$ cat src/rtl/cpu_ctrl_pkg.sv
// Shared encodings for the accumulator CPU control sequencer.
// Bus selects, load-bit indices, opcodes, register-reference bits, ALU ops and T-steps.
package cpu_ctrl_pkg;

   typedef enum logic {
      ST_HALT = 1'b0,
      ST_RUN  = 1'b1
   } run_state_t;

   localparam logic [2:0] SEL_NONE = 3'd0;
   localparam logic [2:0] SEL_AR   = 3'd1;
   localparam logic [2:0] SEL_PC   = 3'd2;
   localparam logic [2:0] SEL_DR   = 3'd3;
   localparam logic [2:0] SEL_AC   = 3'd4;
   localparam logic [2:0] SEL_IR   = 3'd5;
   localparam logic [2:0] SEL_TR   = 3'd6;
   localparam logic [2:0] SEL_MEM  = 3'd7;

   localparam int LD_AR = 5;
   localparam int LD_PC = 4;
   localparam int LD_DR = 3;
   localparam int LD_AC = 2;
   localparam int LD_IR = 1;
   localparam int LD_TR = 0;

   localparam logic [2:0] OP_AND = 3'd0;
   localparam logic [2:0] OP_ADD = 3'd1;
   localparam logic [2:0] OP_LDA = 3'd2;
   localparam logic [2:0] OP_STA = 3'd3;
   localparam logic [2:0] OP_BUN = 3'd4;
   localparam logic [2:0] OP_BSA = 3'd5;
   localparam logic [2:0] OP_ISZ = 3'd6;
   localparam logic [2:0] OP_REG = 3'd7;

   localparam int RR_CLA = 11;
   localparam int RR_CMA = 9;
   localparam int RR_INC = 5;
   localparam int RR_SPA = 4;
   localparam int RR_SNA = 3;
   localparam int RR_SZA = 2;
   localparam int RR_HLT = 0;

   localparam logic [2:0] ALU_NOP  = 3'd0;
   localparam logic [2:0] ALU_AND  = 3'd1;
   localparam logic [2:0] ALU_ADD  = 3'd2;
   localparam logic [2:0] ALU_PASS = 3'd3;
   localparam logic [2:0] ALU_CMA  = 3'd4;

   localparam int T0 = 0;
   localparam int T1 = 1;
   localparam int T2 = 2;
   localparam int T3 = 3;
   localparam int T4 = 4;
   localparam int T5 = 5;
   localparam int T6 = 6;

   typedef struct packed {
      logic cla;
      logic cma;
      logic inc;
      logic spa;
      logic sna;
      logic sza;
      logic hlt;
   } rref_t;

endpackage

$ cat src/rtl/cpu_instr_decode.sv
// Combinational instruction decode: one-hot opcode, indirect bit and
// the register-reference bits the sequencer acts on.
module cpu_instr_decode
   import cpu_ctrl_pkg::*;
#(
   parameter int unsigned ADDR_W = 12
) (
   input  logic [15:0] ir,
   output logic [7:0]  d,
   output logic        ibit,
   output rref_t       rr
);

   logic [ADDR_W-1:0] field;
   logic              unused_bits;

   assign field = ir[ADDR_W-1:0];
   assign ibit  = ir[15];
   assign d     = 8'b0000_0001 << ir[14:12];

   assign rr.cla = field[RR_CLA];
   assign rr.cma = field[RR_CMA];
   assign rr.inc = field[RR_INC];
   assign rr.spa = field[RR_SPA];
   assign rr.sna = field[RR_SNA];
   assign rr.sza = field[RR_SZA];
   assign rr.hlt = field[RR_HLT];

   // Register-reference bits with no function in this CPU.
   assign unused_bits = ^{field[10], field[8:6], field[1]};

endmodule

$ cat src/rtl/cpu_ctrl_seq.sv
// Control sequencer for the 16-bit accumulator CPU: run/halt FSM plus
// a T0..T6 sequence counter driving bus select, loads and strobes.
module cpu_ctrl_seq
   import cpu_ctrl_pkg::*;
#(
   parameter int unsigned SC_W   = 3,
   parameter int unsigned ADDR_W = 12
) (
   input  logic            clk,
   input  logic            rst,
   input  logic            start,
   input  logic [15:0]     ir,
   input  logic            ac_zero,
   input  logic            ac_msb,
   input  logic            dr_zero,
   output logic [2:0]      sel,
   output logic [5:0]      load,
   output logic            inc_pc,
   output logic            inc_ar,
   output logic            inc_dr,
   output logic            inc_ac,
   output logic            clr_ac,
   output logic [2:0]      alu_op,
   output logic            mem_we,
   output logic            halted,
   output logic [SC_W-1:0] sc
);

   run_state_t      state, state_nx;
   logic [SC_W-1:0] sc_nx;
   logic [7:0]      d;
   logic            ibit;
   rref_t           rr;

   cpu_instr_decode #(.ADDR_W(ADDR_W)) u_dec (
      .ir   (ir),
      .d    (d),
      .ibit (ibit),
      .rr   (rr)
   );

   always_ff @(posedge clk or negedge rst) begin
      if (!rst) begin
         state <= ST_HALT;
         sc    <= '0;
      end else begin
         state <= state_nx;
         sc    <= sc_nx;
      end
   end

   assign halted = (state == ST_HALT);

   always_comb begin
      sel      = SEL_NONE;
      load     = '0;
      inc_pc   = 1'b0;
      inc_ar   = 1'b0;
      inc_dr   = 1'b0;
      inc_ac   = 1'b0;
      clr_ac   = 1'b0;
      alu_op   = ALU_NOP;
      mem_we   = 1'b0;
      state_nx = state;
      sc_nx    = '0;
      case (state)
         ST_HALT: begin
            if (start) state_nx = ST_RUN;
         end
         ST_RUN: begin
            sc_nx = sc + SC_W'(1);
            case (int'(sc))
               T0: begin
                  sel         = SEL_PC;
                  load[LD_AR] = 1'b1;
               end
               T1: begin
                  sel         = SEL_MEM;
                  load[LD_IR] = 1'b1;
                  inc_pc      = 1'b1;
               end
               T2: begin
                  sel         = SEL_IR;
                  load[LD_AR] = 1'b1;
               end
               T3: begin
                  if (d[OP_REG]) begin
                     sc_nx = '0;
                     if (!ibit) begin
                        // CLA outranks CMA, CMA outranks INC; skips use pre-update status.
                        clr_ac = rr.cla;
                        if (!rr.cla && rr.cma) begin
                           alu_op      = ALU_CMA;
                           load[LD_AC] = 1'b1;
                        end
                        inc_ac = rr.inc && !rr.cla && !rr.cma;
                        inc_pc = (rr.spa && !ac_msb) || (rr.sna && ac_msb) ||
                                 (rr.sza && ac_zero);
                        if (rr.hlt) state_nx = ST_HALT;
                     end
                  end else if (ibit) begin
                     sel         = SEL_MEM;
                     load[LD_AR] = 1'b1;
                  end
               end
               T4: begin
                  if (d[OP_AND] || d[OP_ADD] || d[OP_LDA] || d[OP_ISZ]) begin
                     sel         = SEL_MEM;
                     load[LD_DR] = 1'b1;
                  end else if (d[OP_STA]) begin
                     sel    = SEL_AC;
                     mem_we = 1'b1;
                     sc_nx  = '0;
                  end else if (d[OP_BUN]) begin
                     sel         = SEL_AR;
                     load[LD_PC] = 1'b1;
                     sc_nx       = '0;
                  end else if (d[OP_BSA]) begin
                     sel    = SEL_PC;
                     mem_we = 1'b1;
                     inc_ar = 1'b1;
                  end else begin
                     sc_nx = '0;
                  end
               end
               T5: begin
                  sc_nx = '0;
                  if (d[OP_AND]) begin
                     alu_op      = ALU_AND;
                     load[LD_AC] = 1'b1;
                  end else if (d[OP_ADD]) begin
                     alu_op      = ALU_ADD;
                     load[LD_AC] = 1'b1;
                  end else if (d[OP_LDA]) begin
                     alu_op      = ALU_PASS;
                     load[LD_AC] = 1'b1;
                  end else if (d[OP_BSA]) begin
                     sel         = SEL_AR;
                     load[LD_PC] = 1'b1;
                  end else if (d[OP_ISZ]) begin
                     inc_dr = 1'b1;
                     sc_nx  = sc + SC_W'(1);
                  end
               end
               T6: begin
                  sc_nx = '0;
                  if (d[OP_ISZ]) begin
                     sel    = SEL_DR;
                     mem_we = 1'b1;
                     inc_pc = dr_zero;
                  end
               end
               default: sc_nx = '0;
            endcase
         end
         default: state_nx = ST_HALT;
      endcase
   end

endmodule

$ cat config.mk
export PLATFORM = sky130hd
export DESIGN_NAME = cpu_ctrl_seq
export DESIGN_NICKNAME = d
export VERILOG_FILES = /design/src/rtl/cpu_ctrl_pkg.sv /design/src/rtl/cpu_instr_decode.sv /design/src/rtl/cpu_ctrl_seq.sv
export SDC_FILE = /design/constraint.sdc
export NUM_CORES = 1
export LEC_CHECK = 0
export ABC_CLOCK_PERIOD_IN_PS = 3140
export CAP_MARGIN = 15
export CORE_UTILIZATION = 40
export DETAILED_ROUTE_END_ITERATION = 10
export PLACE_DENSITY = 0.88
export SLEW_MARGIN = 40
export SYNTH_ARGS = -nofsm -noshare
export SYNTH_HDL_FRONTEND = slang
export SYNTH_SLANG_ARGS = --single-unit
$ cat constraint.sdc
create_clock -name clk -period 3.14 [get_ports clk]
set_input_delay 0.471 -clock clk [delete_from_list [all_inputs] [get_ports clk]]
set_output_delay 0.471 -clock clk [all_outputs]
set_load 0.01 [all_outputs]
After elaboration in Yosys (flattened, before gate mapping)
Cells that the tools add are included.
{ "word_totals": {"output_inout_bits": 22, "elab_cells": 118, "inputBits": 22, "ff_bits": 4} }
{ "op_classes": {"n_reduce_logical": 17, "n_mux": 90, "addsub": 1, "eq_ne": 6, "shifts": 1, "bitwise_logic": 1} }
{ "ops": {"columns": ["op", "count"], "rows": [
  ["$mux W3", 20],
  ["$mux W1", 54],
  ["$pmux W3 S7", 1],
  ["$mux W2", 6],
  ["$pmux W3 S4", 1],
  ["$pmux W1 S2", 5],
  ["$eq A3 B3 Y1 const B", 3],
  ["$shl A1 B3 Y8 const A", 1],
  ["$eq A3 B2 Y1 const B", 2],
  ["$logic_and A1 B1 Y1", 6],
  ["$pmux W3 S2", 1],
  ["$logic_or A1 B1 Y1", 5],
  ["$mux W5", 1],
  ["$add A3 B1 Y3 const B", 1],
  ["$eq A3 B1 Y1 const B", 1],
  ["$logic_not A1 Y1", 3],
  ["$logic_not A3 Y1", 1],
  ["$pmux W1 S3", 1],
  ["$reduce_or A3 Y1", 1],
  ["$reduce_or A2 Y1", 1],
  ["$not A1 Y1", 1]
]} }

Logic depth before layout (Yosys ltp)
Gate-level depths: netlist of run 1.
{ "logic_depth": {"word_depth": 8, "ltp_mapped": 7, "mapped_depth_nobuf": 5} }

Modules after synthesis
From an unflattened synthesis of run 1, not the netlist that was laid out.
{ "hier_totals": {"hier_cells": 99, "hier_area_um2": 758.2} }
{ "by_module_without_submodules": {"columns": ["mod", "area_each_um2", "cells_each", "n_inst", "seq_area_each_um2"], "rows": [
  ["cpu_ctrl_seq", 633.1, 83, 1, 100.1],
  ["cpu_instr_decode", 125.1, 16, 1, 0.0]
]} }

Worst setup path before layout of run 1
No wires, ideal clock.
{ "synth_path": {"kind": "flip-flop to output port", "from": "reg sc[2]", "to": "out sel[0]", "t_required_ps": 2669, "arrival_time_ps": 1691, "stages_incl_launch_ff": 8, "n_path_buf": 2, "setup_slack_ps": 978, "path_cell_list": "dfrtp_1 -> buf_4 -> inv_1 -> ha_1 -> buf_2 -> o41ai_2 -> or4_1 -> o211ai_1"} }
{ "synth_via": {"elab_chain_len": 3, "elab_cells_between_ends": 9, "classes_between": "6 x eq/ne; 2 x mux; 1 x reduce/logical"} }
{ "synth_rtl": {"columns": ["element", "line_no", "source"], "rows": [
  ["from (decl)", "cpu_ctrl_seq.sv:26", "output logic [SC_W-1:0] sc"],
  ["from (signal assigned)", "cpu_ctrl_seq.sv:48", "sc <= sc_nx;"],
  ["$eq A3 B3 Y1, or another cell as far along", "cpu_ctrl_seq.sv:72", "case (int'(sc))"],
  ["$pmux W3 S7 *", "cpu_ctrl_seq.sv:72", null],
  ["$mux W3 *", "cpu_ctrl_seq.sv:66", "case (state)"],
  ["to (decl)", "cpu_ctrl_seq.sv:16", "output logic [2:0] sel,"]
]} }
Every way passes the cells marked *; elsewhere a longest branch is shown, timed or not.

Worst setup path after layout of run 1
{ "layout_path": {"from": "reg sc[0]", "to": "out sel[0]"} }
The elaborated chain is that of the path after synthesis.

==> qor.csv, run 1 <==
stage;metric;value;unit
worst_setup_path;register-to-register setup slack;1.38;ns
global_routing;vias in the first global route;785;
placed_design;total placed cells including tap cells;154;
global_routing;global-route usage over all layers;22.5;%
cts;later-pin clock latency in the skew report;0.23;ns
run;reported max-cap violation count;0;
cts;root buffer selected by CTS;clkbuf_4;
drt;DR WL/cell;13.5;µm
final_layout;most frequent cells in the layout;37 x clkdlybuf4s50_1, 8 x nand2_1, 6 x inv_1, 6 x a21oi_1;
drt;drt first pass iters;6;
final_layout;Post-Layout Cell Count;157;
final_layout;fraction of final layout cells with drive strength greater than 1;12.1;%
worst_setup_path;count of cells along the worst register-to-register path;5;
worst_setup_path;endpoint of the worst register-to-register path;sc[0];
yosys;number of distinct library cells after synthesis;41;
drt;Detail Route Antenna Nets;0;
placed_design;estimated wirelength of the detail-placed design;1.74;mm
worst_setup_path;startpoint type of the worst setup path;register;
drt;wire length after detailed routing;2.13;mm
cts;clock tree from TritonCTS;yes;
final_layout;most common cell after layout, fill and taps aside;clkdlybuf4s50_1;
drt;Via-to-Cell Ratio;5.52;
yosys;average size of a mapped cell;7.57;µm²
timing;RSZ-0062 raised after global routing;no;
yosys;commonest register cell after synthesis;dfrtp_1;
power;maximum vdd drop;0.557;mV
yosys;cell type contributing the most total cell area after synthesis;dfrtp_1;
yosys;number of synthesis warnings;0;
die;chip height;44.6;µm
timing;clock tree skew after final layout;0.00273;ns
timing;count of endpoints failing setup in the final report;0;
worst_setup_path;arrival time at the worst endpoint;2.59;ns
yosys;sequential cell area fraction in the yosys report;13.8;%
worst_setup_path;Required @ worst endpoint;2.67;ns
outcome;result of the run;completed;
placed_design;placer's final routability congestion estimate;0.851;
cts;clk sinks;4;
die;Core Area;1710;µm²
global_routing;number of antenna violations at the first check in global routing;0;
cts;H-Tree Level Count;1;
drt;number of remaining DRC errors;0;
worst_setup_path;maximum fanout count along the critical path;8;
placed_design;number of buffers added on ports;37;
timing;ratio of final minimum period to clock period;97.4;%
yosys;share of flip-flops with an asynchronous set or reset;100;%
worst_setup_path;startpoint of the worst register-to-register path;sc[1];
die;Die X;44.6;µm
timing;max-slew violation count;0;
die;number of rows created at floorplan;15;
drt;number of DRC markers after the initial detailed-route iteration;20;
die;die outline area;1990;µm²
drt;routed vias;866;
final_layout;area growth from synthesis to layout;56.3;%
global_routing;grt ovf;0;
yosys;Post-Syn Area;727;µm²
global_routing;maximum number of pins on one net before global-route repair;14;
timing;Total Negative Setup Slacks;0;ns
power;static leakage power;0.449;nW
yosys;top cells by area in the synthesized netlist;dfrtp_1 14%, ha_1 8.6%, o41ai_2 4.5%;
yosys;post-synth top area share;13.8;%
die;starting density of the core;42.6;%
power;total power density per cell area;676;nW/µm²
yosys;number of enable flip-flop cells after synthesis;0;
global_routing;global-route wire length before repair;3.35;mm
final_layout;nets@finish;161;
worst_setup_path;crit path kind;register to output pin;
final_layout;antenna cells;0;
worst_setup_path;kind of end point of the critical path;output pin;
cts;number of hold-repair buffers added at the cts stage;0;
yosys;Gate Count Post-Synth;96;
cts;number of buffers inserted during clock tree synthesis;3;
yosys;Syn Nets;123;
cts;Clk pin slew, worst setup/hold paths;0.04;ns
timing;Period minus WS final;3.06;ns
die;number of top-level design ports;44;
cts;Longest Clk Path Bufs;2;
timing;Final Hold Slack;0.450;ns
timing;Max Fclk;0.327;GHz
worst_hold_path;path category of the worst min-delay check;input pin to async pin;
yosys;number of flip-flops and latches in the synthesized netlist;4;
timing;endpoints failing hold;0;
==> metrics by stage <==
stage                     utilization [%]  total power, mW  instance area (µm²)  setup slack, ns
final                                66.5            0.768                 1140           0.0832
after global placement               65.1            0.681                 1110            0.227
after detailed placement             65.1            0.701                 1110            0.191
after CTS                            66.4            0.768                 1130           0.0673
after global routing                 66.5            0.819                 1140           0.0270
after floorplan                         -            0.458                  727            0.978
==> power breakdown <==
| part | leakage [nW] | switching, mW | internal, mW |
|---|---|---|---|
| Combinational | 0.388 | 0.306 | 0.312 |
| Sequential | 0.0470 | 0.0198 | 0.0700 |
| Clock | 0.0138 | 0.0179 | 0.0425 |
==> final cells by class <==
| cell class | count | area, µm² |
|---|---|---|
| repair buffers | 42 | 408 |
| well taps | 25 | 31.3 |
| flip-flops and latches | 4 | 100 |
| multi-input cells | 77 | 552 |
| fillers | 160 | 572 |
| clock buffers | 3 | 22.5 |
| inverters | 6 | 22.5 |
==> state kept, by name (all words and copies together) (netlist names) <==
| signal | flops |
|---|---|
| sc | 3 |
| state | 1 |
==> per-layer routing <==
metal,GRT usage (%),vias up,share of wire [%]
met5,0,-,0
met4,7.27,0,0
met3,0.408,0,3.8
met2,42.9,25,55
met1,26.8,419,41
li1,-,422,-
==> repair_timing <==
action	in CTS	in global routing
setup endpoints to repair	0	1
resized for setup	0	1
setup buffers	0	0
==> synth_stat cells (all sizes together), types with 2 or more instances <==
cell    number
buf          9
nand2        8
a21oi        6
inv          6
ha           5
nand2b       5
nand3        5
nor2b        5
nor3         5
dfrtp        4
nor2         4
a31oi        2
and2         2
and3b        2
nand4b       2
nor4         2
o41ai        2
==> kinds of logic (layout without fill, tap and decap cells) <==
group | Yosys count | count (layout) | share of synthesized area (%)
and+or+nand+nor | 46 | 46 | 37.0
AOI/OAI and AO/OA | 24 | 24 | 28.1
muxes | 1 | 1 | 1.38
buffers and inverters | 15 | 51 | 10.7
DFF | 4 | 4 | 13.8
adders and majority gates | 5 | 5 | 8.61
other | 1 | 1 | 0.516
==> worst max-delay path, cell delays in order (launching register included) <==
cell and delay [ns]:
dfrtp_1 0.44, ha_1 0.20, ha_1 0.33, o41ai_2 0.17, or4_1 0.51, o211ai_1 0.13
clkdlybuf4s50_1 0.57
==> how the worst max path moves through the flow <==
stage            from  endpoint  slack (ns)  cells past startpoint
6_report        sc[0]    sel[0]        0.08                      6
5_1_grt         sc[0]    sel[0]        0.03                      6
4_1_cts         sc[0]    sel[0]        0.07                      6
3_5_place_dp   ir[12]   load[2]        0.19                      5
3_3_place_gp   ir[12]   load[2]        0.23                      5
2_1_floorplan   sc[2]    sel[0]        0.98                      7
Power figures use the tool's default switching activity.
==> inputs of run 2 (changes only) <==
CAP_MARGIN = 40   (was 15)
==> results of run 2 <==
Same layout as run 1: the final DEF is identical, and so are final timing and power.
==> inputs of run 3 (changes only) <==
CORE_MARGIN = 10   (was default)
==> qor.csv, run 3 (synthesized netlist as in run 1, its figures left out) <==
stage;metric;value;unit;change
cts;clk sinks;4;;unchanged
timing;count of endpoints failing setup in the final report;0;;unchanged
final_layout;most frequent cells in the layout;37 x clkdlybuf4s50_1, 8 x nand2_1, 7 x buf_4;;was 37 x clkdlybuf4s50_1, 8 x nand2_1, 6 x inv_1, 6 x a21oi_1
placed_design;total placed cells including tap cells;156;;was 154
drt;routed vias;867;;was 866
placed_design;pre-CTS worst setup slack;0.243;ns;was 0.191 ns
timing;clock tree skew after final layout;0.00373;ns;was 0.00273 ns
worst_setup_path;arrival time at the worst endpoint;2.49;ns;was 2.59 ns
global_routing;maximum number of pins on one net before global-route repair;12;;was 14
die;Die X;62.6;µm;was 44.6 µm
final_layout;register with the most flip-flops;sc;;unchanged
final_layout;nets@finish;163;;was 161
timing;Max Fclk;0.338;GHz;was 0.327 GHz
timing;Total Negative Setup Slacks;0;ns;unchanged
final_layout;most common cell after layout, fill and taps aside;clkdlybuf4s50_1;;unchanged
worst_setup_path;maximum fanout count along the critical path;10;;was 8
global_routing;global-route wire length before repair;3.84;mm;was 3.35 mm
run;reported max-cap violation count;0;;unchanged
final_layout;post-layout instance area;1150;µm²;was 1140 µm²
cts;cts repair resizes;0;;unchanged
power;static leakage power;0.458;nW;was 0.449 nW
timing;endpoints failing hold;0;;unchanged
die;Core Area;1730;µm²;was 1710 µm²
final_layout;antenna cells;0;;unchanged
drt;wire length after detailed routing;2.31;mm;was 2.13 mm
placed_design;placed standard-cell area;1130;µm²;was 1110 µm²
outcome;result of the run;completed;;unchanged
global_routing;grt ovf;0;;unchanged
timing;Final WS setup;0.178;ns;was 0.0832 ns
die;starting density of the core;42.1;%;was 42.6%
cts;number of setup buffers added after CTS;0;;unchanged
timing;max-slew violation count;0;;unchanged
die;number of top-level design ports;44;;unchanged
worst_setup_path;startpoint type of the worst setup path;register;;unchanged
drt;drt first pass iters;4;;was 6
cts;clock tree from TritonCTS;yes;;unchanged
cts;Longest Clk Path Bufs;2;;unchanged
timing;ratio of final minimum period to clock period;94.3;%;was 97.4%
placed_design;placer's final routability congestion estimate;0.792;;was 0.851
drt;Via-to-Cell Ratio;5.45;;was 5.52
final_layout;Post-Layout Cell Count;159;;was 157
cts;H-Tree Level Count;1;;unchanged
die;die outline area;3920;µm²;was 1990 µm²
global_routing;global-route usage over all layers;11.7;%;was 22.5%
cts;number of hold-repair buffers added at the cts stage;0;;unchanged
drt;number of remaining DRC errors;0;;unchanged
timing;RSZ-0062 raised after global routing;no;;unchanged
drt;number of DRC markers after the initial detailed-route iteration;15;;was 20
timing;Period minus WS final;2.96;ns;was 3.06 ns
cts;later-pin clock latency in the skew report;0.25;ns;was 0.23 ns
global_routing;vias in the first global route;841;;was 785
power;total power density per cell area;674;nW/µm²;was 676 nW/µm²
drt;DR WL/cell;14.5;µm;was 13.5 µm
power;maximum vdd drop;0.322;mV;was 0.557 mV
worst_hold_path;path category of the worst min-delay check;input pin to async pin;;unchanged
placed_design;number of buffers added on ports;37;;unchanged
global_routing;number of antenna violations at the first check in global routing;0;;unchanged
final_layout;max FFs per register;3;;unchanged
final_layout;fraction of final layout cells with drive strength greater than 1;13.4;%;was 12.1%
final_layout;Fill cells;157;;was 160
cts;root buffer selected by CTS;clkbuf_4;;unchanged
worst_setup_path;crit path kind;register to output pin;;unchanged
drt;Detail Route Antenna Nets;0;;unchanged
die;number of rows created at floorplan;15;;unchanged
final_layout;area growth from synthesis to layout;58.3;%;was 56.3%
placed_design;estimated wirelength of the detail-placed design;1.88;mm;was 1.74 mm
cts;Clk pin slew, worst setup/hold paths;0.04;ns;about the same
final_layout;biggest regs;sc: 3 flops, state: 1 flops;;unchanged
worst_setup_path;kind of end point of the critical path;output pin;;unchanged
worst_setup_path;Required @ worst endpoint;2.67;ns;about the same
cts;number of buffers inserted during clock tree synthesis;3;;unchanged
die;chip height;62.6;µm;was 44.6 µm
[run 3: path summary, 6_finish.rpt]
path	start	to	slack, ns	cells after the start
max in group asynchronous	rst	sc[1]	2.54	1
max reg2reg	sc[0]	sc[2]	1.32	6
min reg2reg	sc[0]	sc[0]	0.58	1
min in group clk	sc[0]	sc[0]	0.58	1
min	rst	state	0.43	1
max	sc[1]	sel[0]	0.18	6
[run 3: layout make-up]
| cell class | instances | area (µm²) | area share [%] |
|---|---|---|---|
| Clock buffer | 3 | 22.5 | 1.96 |
| Multi-Input combinational cell | 77 | 552 | 47.9 |
| Sequential cell | 4 | 100 | 8.70 |
| Inverter | 6 | 22.5 | 1.96 |
| Tap cell | 25 | 31.3 | 2.72 |
| Timing Repair Buffer | 44 | 423 | 36.7 |
[run 3: through the flow]
step	power, mW	util [%]	hold slack [ns]
2_1_floorplan	0.458	-	0.175
3_3_place_gp	0.695	65.2	0.575
3_5_place_dp	0.708	65.2	0.571
4_1_cts	0.778	66.5	0.425
5_1_grt	0.842	66.7	0.434
6_report	0.776	66.7	0.428
[run 3: worst max-delay path: stages (launching register included)]
cell,delay (ns)
dfrtp_1,0.41
inv_1,0.09
ha_1,0.37
o41ai_2,0.17
or4_1,0.48
o211ai_1,0.13
clkdlybuf4s50_1,0.58
[run 3: routing by layer]
metal,up-vias,track usage (%),part of all wire [%]
li1,433,-,-
met1,390,12.4,46
met2,37,19.4,45
met3,7,4.30,6.7
met4,0,6.98,2.6
met5,-,0,0
[run 3: power by group]
| part | leakage, nW | internal, mW | total [mW] | switching, mW |
|---|---|---|---|---|
| Sequential | 0.0470 | 0.0699 | 0.0902 | 0.0203 |
| Combinational | 0.397 | 0.318 | 0.620 | 0.302 |
| Clock | 0.0138 | 0.0429 | 0.0664 | 0.0236 |
| Total | 0.458 | 0.431 | 0.776 | 0.345 |
